--- src/rtl/pwm_pkg.sv ---
// rtl/pwm_pkg.sv - shared parameters, types and duty helpers for the PWM duty scheduler
package pwm_pkg;

    localparam int NCH      = 2;
    localparam int NREQ     = 2;
    localparam int DUTY_W   = 12;
    localparam int PERIOD   = 2047;
    localparam int DUTY_RST = 0;
    localparam int MAX_STEP = 16;
    localparam int CH_W     = (NCH > 1) ? $clog2(NCH) : 1;

    typedef logic [DUTY_W-1:0] duty_t;
    typedef logic [CH_W-1:0]   ch_t;

    function automatic duty_t clamp_duty(input duty_t d);
        return (d > duty_t'(PERIOD)) ? duty_t'(PERIOD) : d;
    endfunction

    // One slew step of active toward target, computed in DUTY_W+1 signed.
    function automatic duty_t slew_step(input duty_t act, input duty_t tgt);
        logic signed [DUTY_W:0] diff;
        logic signed [DUTY_W:0] lim;
        diff = $signed({1'b0, tgt}) - $signed({1'b0, act});
        lim  = (DUTY_W+1)'(MAX_STEP);
        if (diff > lim)  return act + duty_t'(MAX_STEP);
        if (diff < -lim) return act - duty_t'(MAX_STEP);
        return tgt;
    endfunction

endpackage

--- src/rtl/pwm_duty_sched_rr_arb.sv ---
// rtl/pwm_duty_sched_rr_arb.sv - round-robin arbiter, one-hot grant searched from a rotating pointer
module rr_arb #(
    parameter int N = 2
) (
    input  logic         clk_i,
    input  logic         rst_i,
    input  logic [N-1:0] valid_i,
    output logic [N-1:0] grant_o
);

    localparam int PW = (N > 1) ? $clog2(N) : 1;

    logic [PW-1:0] ptr_q;
    logic [PW-1:0] ptr_d;
    logic [PW-1:0] idx;
    logic [PW-1:0] win;
    logic          found;

    always_comb begin
        idx   = '0;
        win   = ptr_q;
        found = 1'b0;
        for (int off = 0; off < N; off++) begin
            idx = PW'((int'(ptr_q) + off) % N);
            if (!found && valid_i[idx]) begin
                found = 1'b1;
                win   = idx;
            end
        end
    end

    // Grant equals accept: the requester transfers whenever it is granted.
    always_comb begin
        grant_o = '0;
        if (found && !rst_i) grant_o[win] = 1'b1;
    end

    always_comb begin
        ptr_d = ptr_q;
        if (found) ptr_d = (win == PW'(N - 1)) ? '0 : win + PW'(1);
    end

    always_ff @(posedge clk_i) begin
        if (rst_i) ptr_q <= '0;
        else       ptr_q <= ptr_d;
    end

endmodule

--- src/rtl/pwm_duty_sched.sv ---
// rtl/pwm_duty_sched.sv - shadow/active duty registers committed at PWM period boundaries
// Build option: SLEW_LIMIT_EN limits each commit to MAX_STEP toward the shadow value.
module pwm_duty_sched
    import pwm_pkg::*;
(
    input  logic                   clk_i,
    input  logic                   rst_i,
    input  logic [NREQ-1:0]        req_valid_i,
    output logic [NREQ-1:0]        req_ready_o,
    input  logic [NREQ*CH_W-1:0]   req_ch_i,
    input  logic [NREQ*DUTY_W-1:0] req_duty_i,
    input  logic                   period_end_i,
    output logic [NCH*DUTY_W-1:0]  duty_out_o,
    output logic                   duty_load_o,
    output logic [NCH-1:0]         pending_o,
    output logic [NCH-1:0]         ovw_flag_o,
    output logic                   bad_ch_o,
    input  logic                   clr_flags_i
);

    duty_t          shadow_q [NCH];
    duty_t          shadow_d [NCH];
    duty_t          active_q [NCH];
    duty_t          active_d [NCH];
    logic [NCH-1:0] pending_q, pending_d;
    logic [NCH-1:0] ovw_q, ovw_d;
    logic           bad_q, bad_d;
    logic           load_q, load_d;

    logic [NREQ-1:0] grant;
    logic            accept;
    ch_t             sel_ch;
    duty_t           sel_duty;
    logic            ch_ok;

    rr_arb #(.N(NREQ)) u_arb (
        .clk_i   (clk_i),
        .rst_i   (rst_i),
        .valid_i (req_valid_i),
        .grant_o (grant)
    );

    assign req_ready_o = grant;
    assign accept      = |grant;
    assign ch_ok       = int'(sel_ch) < NCH;

    always_comb begin
        sel_ch   = '0;
        sel_duty = '0;
        for (int i = 0; i < NREQ; i++) begin
            if (grant[i]) begin
                sel_ch   = req_ch_i[i*CH_W +: CH_W];
                sel_duty = req_duty_i[i*DUTY_W +: DUTY_W];
            end
        end
    end

    // Commit reads the registered shadow, so an accept in the same cycle lands for the next period.
    always_comb begin
        shadow_d  = shadow_q;
        active_d  = active_q;
        pending_d = pending_q;
        load_d    = 1'b0;
        ovw_d     = clr_flags_i ? '0 : ovw_q;
        bad_d     = clr_flags_i ? 1'b0 : bad_q;
        for (int c = 0; c < NCH; c++) begin
            if (period_end_i && pending_q[c]) begin
`ifdef SLEW_LIMIT_EN
                active_d[c]  = slew_step(active_q[c], shadow_q[c]);
                pending_d[c] = (active_d[c] != shadow_q[c]);
`else
                active_d[c]  = shadow_q[c];
                pending_d[c] = 1'b0;
`endif
                if (active_d[c] != active_q[c]) load_d = 1'b1;
            end
            if (accept && ch_ok && sel_ch == ch_t'(c)) begin
                shadow_d[c]  = clamp_duty(sel_duty);
                pending_d[c] = 1'b1;
                if (pending_q[c]) ovw_d[c] = 1'b1;
            end
        end
        if (accept && !ch_ok) bad_d = 1'b1;
    end

    always_ff @(posedge clk_i) begin
        if (rst_i) begin
            for (int c = 0; c < NCH; c++) begin
                shadow_q[c] <= duty_t'(DUTY_RST);
                active_q[c] <= duty_t'(DUTY_RST);
            end
            pending_q <= '0;
            ovw_q     <= '0;
            bad_q     <= 1'b0;
            load_q    <= 1'b0;
        end else begin
            shadow_q  <= shadow_d;
            active_q  <= active_d;
            pending_q <= pending_d;
            ovw_q     <= ovw_d;
            bad_q     <= bad_d;
            load_q    <= load_d;
        end
    end

    always_comb begin
        duty_out_o = '0;
        for (int c = 0; c < NCH; c++) duty_out_o[c*DUTY_W +: DUTY_W] = active_q[c];
    end

    assign duty_load_o = load_q;
    assign pending_o   = pending_q;
    assign ovw_flag_o  = ovw_q;
    assign bad_ch_o    = bad_q;

endmodule

--- config.mk ---
export PLATFORM = sky130hd
export DESIGN_NAME = pwm_duty_sched
export DESIGN_NICKNAME = d
export VERILOG_FILES = /design/src/rtl/pwm_pkg.sv /design/src/rtl/pwm_duty_sched_rr_arb.sv /design/src/rtl/pwm_duty_sched.sv
export SDC_FILE = /design/constraint.sdc
export NUM_CORES = 1
export LEC_CHECK = 0
export CAP_MARGIN = 0
export CORE_UTILIZATION = 43
export DETAILED_ROUTE_END_ITERATION = 16
export GPL_TIMING_DRIVEN = 0
export PLACE_DENSITY = 0.79
export SYNTH_ARGS = -nofsm -noshare
export SYNTH_HDL_FRONTEND = slang
export SYNTH_SLANG_ARGS = --single-unit
--- constraint.sdc ---
create_clock -name clk_i -period 1.65 [get_ports clk_i]
set_input_delay 0.495 -clock clk_i [delete_from_list [all_inputs] [get_ports clk_i]]
set_output_delay 0.495 -clock clk_i [all_outputs]
set_load 0.02 [all_outputs]
==> run metrics, run 1 <==
status complete, but fails checks; failing checks negative setup slack; fin area 3170 µm²; Port Buffers 61; R2R Path End shadow_q[8]; net count of the mapped netlist 296; Final Max Slew Viols 0; crit path launch type primary input; fraction of registers with async set or reset after synthesis 0; EDFF count, synth 0; final WL 6190 µm; unique cell type count in the Yosys netlist 30; GRT Total Usage 0.228; Crit. Startpoint req_valid_i[1]; Synth Flop Type dfxtp_1; final setup vio count 2; WHS Path Cells 2; type of the tightest min-delay check primary input to flop; Slew @ Worst Pin 560 ps; Max Clock Freq 0.586 GHz; CTS clk-pin slew, worst paths 90 ps; Initial Util 0.448; H-tree depth 2; Clock Path Buffers 2; final worst slack -57.0 ps; clock skew 6.97 ps; 1st-pass router iterations 5; placed cell count 395; Die Span X 75.2 µm; Tcrit/Tclk final 1.03; LEAKAGE 1.29 nW; Avg Cell Area, Syn 8.73 µm²; Power Total 2.86 mW; CORE AREA 5140 µm²; routed vias 2,196; pre-CTS setup slack -1020 ps; drt first-iter violations 221; gr busiest metal met2; GPL Wtd Cong 0.783; grt met3 use 0.0509; Max VDD drop 0.000500 V; Yosys warning count 0; Seq/Total Area, Yosys 0.469; clock sinks 54; flop-to-flop setup slack 50 ps; boundary pin count 64; Routed WL per cell 15.0 µm; GR Util met1 0.302; crit path kind primary input to output port; Reg2Reg Depth 6; Worst Hold Path EP u_arb.ptr_q; Arrival @ worst endpoint 1210 ps; antenna diode count 0; area grow syn2layout 37.5%; worst r2r src u_arb.ptr_q; Nets 373; Hold Buf Count CTS 0; Clk Latency, worst-skew pair 310 ps; number of global-route vias before repair 2,015; crit path max fanout 10; Slew HR 0.627; CP endpoint kind output port; full die area 5650 µm²; Cells after Synth 264; largest net degree at the start of global routing 17; Critical Path RT 1150 ps; min Tclk post-route 1710 ps; RSZ-0062 raised after global routing yes; final cell count without fillers 412; pwr/cell area 903 nW/µm²; Final Hold Vio Count 0; vias per cell 5.33; initial antenna violation count 0; row count 26; DP HPWL 4360 µm; antenna-violating nets left 0; Root Buffer clkbuf_8; layout cells sized above 1 0.135; TritonCTS clock tree done; Max Cap Violations 0; post-route DRC violation count 0; Synth Register Bits 54; global route overflow 0; die height 75.2 µm; first-pass GRT wire length 9510 µm; CTS Buf Count 5; min-delay src req_valid_i[0]; placed cell area 3000 µm²; met2 Use GR 0.365; Mapped Area 2300 µm²
cell usage in the layout, fill, tap and decap left out, types with 6 or more instances in the layout:
cell type / Yosys / final
nand2_1: 51 / 51
dlygate4sd2_1: 0 / 28
clkbuf_1: 10 / 6
clkdlybuf4s50_1: 0 / 28
buf_4: 1 / 16
a21oi_1: 46 / 46
dfxtp_1: 54 / 53
nand4_1: 6 / 6
o21ai_0: 20 / 20
a222oi_1: 10 / 10
xnor2_1: 24 / 24
how the worst max path moves through the flow:
stage / end / slack, ps / cells past startpoint
after floorplan: shadow_q[10] / 60 / 6
after global placement: req_ready_o[0] / -980 / 5
after global routing: req_ready_o[0] / -100 / 4
final: req_ready_o[0] / -60 / 5
after detailed placement: req_ready_o[0] / -1020 / 5
after CTS: req_ready_o[1] / -70 / 4
layer usage:
layer  share of wire  wire length [µm]  up-vias
met2            0.46              2830       99
met4           0.020               121        0
met1            0.45              2780     1008
met3           0.074               456       12
li1                -                 -     1077
met5               0                 0        -
worst max-delay path: stages:
cell and delay, ps:
buf_4 140, a21oi_2 150, and2_4 170, buf_8 130, buf_6 120
state kept, by name, indices dropped and copies added (netlist names):
register     cells
u_arb.ptr_q      1
shadow_q        24
duty_load_o      1
pending_o        2
duty_out_o      24
ovw_flag_o       2
cell type report:
cell class	instances	area, µm²
Sequential cell	54	1080
Clock inverter	2	37.5
Inverter	4	17.5
Clock buffer	6	72.6
Timing Repair Buffer	74	668
Buffer	15	92.6
Fill cell	499	1970
Multi-Input combinational cell	187	1110
Tap cell	70	87.6
Yosys cell counts, types with 2 or more instances:
master	n	area (µm²)
a21o_1	4	30.0
a21oi_1	46	230
a222oi_1	10	100
a32o_2	3	33.8
and2_1	4	25.0
and3_2	2	15.0
buf_2	4	20.0
buf_6	3	33.8
clkbuf_1	10	37.5
dfxtp_1	54	1080
inv_1	3	11.3
nand2_1	51	191
nand4_1	6	37.5
nor2_1	2	7.51
nor3b_1	4	30.0
o21ai_0	20	100
o31ai_1	2	15.0
xnor2_1	24	210
cells by family after synthesis:
family          Yosys count  synth area share
xor+xnor                 24            0.0913
simple gates             72             0.145
compound gates           90             0.241
other cells               1           0.00163
flops                    54             0.469
buf+inv                  23            0.0516
where the power goes:
part	total, mW	switching (mW)	internal (mW)
clock	0.898	0.444	0.453
combinational	0.517	0.256	0.260
sequential	1.45	0.0689	1.38
total	2.86	0.769	2.09
what timing repair did:
action / CTS / global route
buffers inserted: 6 / 7
resized for setup: 53 / 11
pin swaps: 3 / 8
endpoints found under the setup margin: 66 / 32
through the flow:
| stage | setup TNS [ps] | utilization | hold WS (ps) |
|---|---|---|---|
| floorplan | 0 | - | 453 |
| finish | -58.2 | 0.616 | 463 |
| detailed placement | -24140 | 0.584 | 460 |
| global route | -278 | 0.616 | 474 |
| CTS | -138 | 0.607 | 465 |
| global placement | -22750 | 0.584 | 467 |
(Power assumes the default switching activity.)
==> run 2: changes to the inputs <==
==> constraint.sdc (replaced) <==
create_clock -name clk_i -period 1.65 [get_ports clk_i]
set_input_delay 0.165 -clock clk_i [delete_from_list [all_inputs] [get_ports clk_i]]
set_output_delay 0.165 -clock clk_i [all_outputs]
set_load 0.02 [all_outputs]
==> run metrics, run 2 (synthesized netlist as in run 1, its figures left out) <==
final hold slack 213 ps; Max VDD drop 0.000504 V; Slew @ Worst Pin 570 ps; Root Buffer clkbuf_8; met2 Use GR 0.355; Nets 371; layout cells sized above 1 0.106; boundary pin count 64; antenna diode count 0; TritonCTS clock tree done; GRT Total Usage 0.224; clock skew 6.69 ps; GR Util met1 0.301; full die area 5650 µm²; CTS clk-pin slew, worst paths 100 ps; Clk Latency, worst-skew pair 320 ps; final worst slack 46.1 ps; Slew HR 0.620; status complete, no violations; Max Clock Freq 0.623 GHz; critical path buffer and inverter count 2; crit path max fanout 10; final setup vio count 0; drt first-iter violations 234; pre-CTS setup slack -395 ps; placed cell count 395; Crit. Startpoint u_arb.ptr_q; Critical Path RT 1860 ps; final cell count without fillers 410; clock sinks 54; flop-to-flop setup slack 50 ps; Clock Path Buffers 2; Final Max Slew Viols 0; CP top delay family simple AND/OR/NAND/NOR gates; Critical Path Stages 6; Initial Util 0.448; most frequent cells in the layout clkdlybuf4s50_1, dfxtp_1, nand2_1; min-delay src rst_i; min Tclk post-route 1600 ps; area grow syn2layout 37.0%; Port Buffers 61; Slowest-stage cell, CP dfxtp_2; worst r2r src u_arb.ptr_q; DP HPWL 4360 µm; fin area 3160 µm²; global route overflow 0; gr busiest metal met2; CP endpoint shadow_q[7]; antenna-violating nets left 0; Arrival @ worst endpoint 1810 ps; Final Core Density 0.614; number of global-route vias before repair 1,980; largest net degree at the start of global routing 17; initial antenna violation count 0; pwr/cell area 906 nW/µm²; RSZ-0062 raised after global routing no; row count 26; slowest stage delay, CP 350 ps; type of the tightest min-delay check primary input to flop; final WL 6120 µm; 1st-pass router iterations 6; CTS Buf Count 5; crit path kind flop to flop; Reg2Reg Depth 6; CP endpoint kind flop; routed vias 2,185; Max Cap Violations 0; Setup Total Neg Slack 0 ps; crit path launch type flop; LEAKAGE 1.14 nW; H-tree depth 2; grt met3 use 0.0495; GPL Wtd Cong 0.783; first-pass GRT wire length 9360 µm; Power Total 2.86 mW; worst-path cell chain nand2b_4 -> and3_2 -> buf_6 -> a222oi_1 -> buf_4 -> a21oi_1; commonest non-fill, non-tap cell in the layout clkdlybuf4s50_1; CORE AREA 5140 µm²; placed cell area 3000 µm²; Tcrit/Tclk final 0.972; Die Span X 75.2 µm; vias per cell 5.33; Final Hold Vio Count 0; post-route DRC violation count 0; Routed WL per cell 14.9 µm; R2R Path End shadow_q[7]; die height 75.2 µm
## run 2: cell count changes in the layout (fill, tap and decap cells not counted), sizes merged
cell	previous run	this run
clkdlybuf4s15	1	0
dlymetal6s2s	0	1
dlygate4sd2	28	1
clkdlybuf4s50	28	57
clkbuf	14	18
buf	24	16
## run 2: what timing repair did
action	CTS	global route
pin swaps	1	6
setup endpoints to repair	4	14
setup buffers	1	6
hold buffers	0	0
gates resized for setup	6	4
## run 2: power breakdown
part           leakage, nW  switching, mW  total [mW]  internal, mW
Sequential           0.442         0.0708        1.45          1.38
Clock               0.0514          0.450       0.903         0.453
Combinational        0.643          0.250       0.509         0.259
## run 2: how the worst min path moves through the flow
stage | endpoint | slack [ps] | depth (start not counted)
finish | u_arb.ptr_q | 210 | 3
global route | u_arb.ptr_q | 230 | 2
CTS | u_arb.ptr_q | 210 | 3
detailed placement | ovw_flag_o[0] | 460 | 2
global placement | duty_out_o[11] | 470 | 2
floorplan | u_arb.ptr_q | 280 | 1
## run 2: layout make-up
class	instances	area (µm²)
Tap cell	70	87.6
Timing Repair Buffer	68	654
Sequential cell	54	1080
Clock inverter	2	37.5
Multi-Input combinational cell	187	1100
Inverter	4	15.0
Fill cell	485	1980
Clock buffer	6	72.6
Buffer	19	104
## run 2: worst min-delay path: cells and delay by family
kind	cells	cell delay, ps
buf+inv	1	170
compound gates	2	160
## run 2: per-layer routing
metal / vias up / wire length, µm
li1: 1070 / -
met1: 1006 / 2720
met2: 101 / 2830
met3: 8 / 467
met4: 0 / 108
met5: - / 0
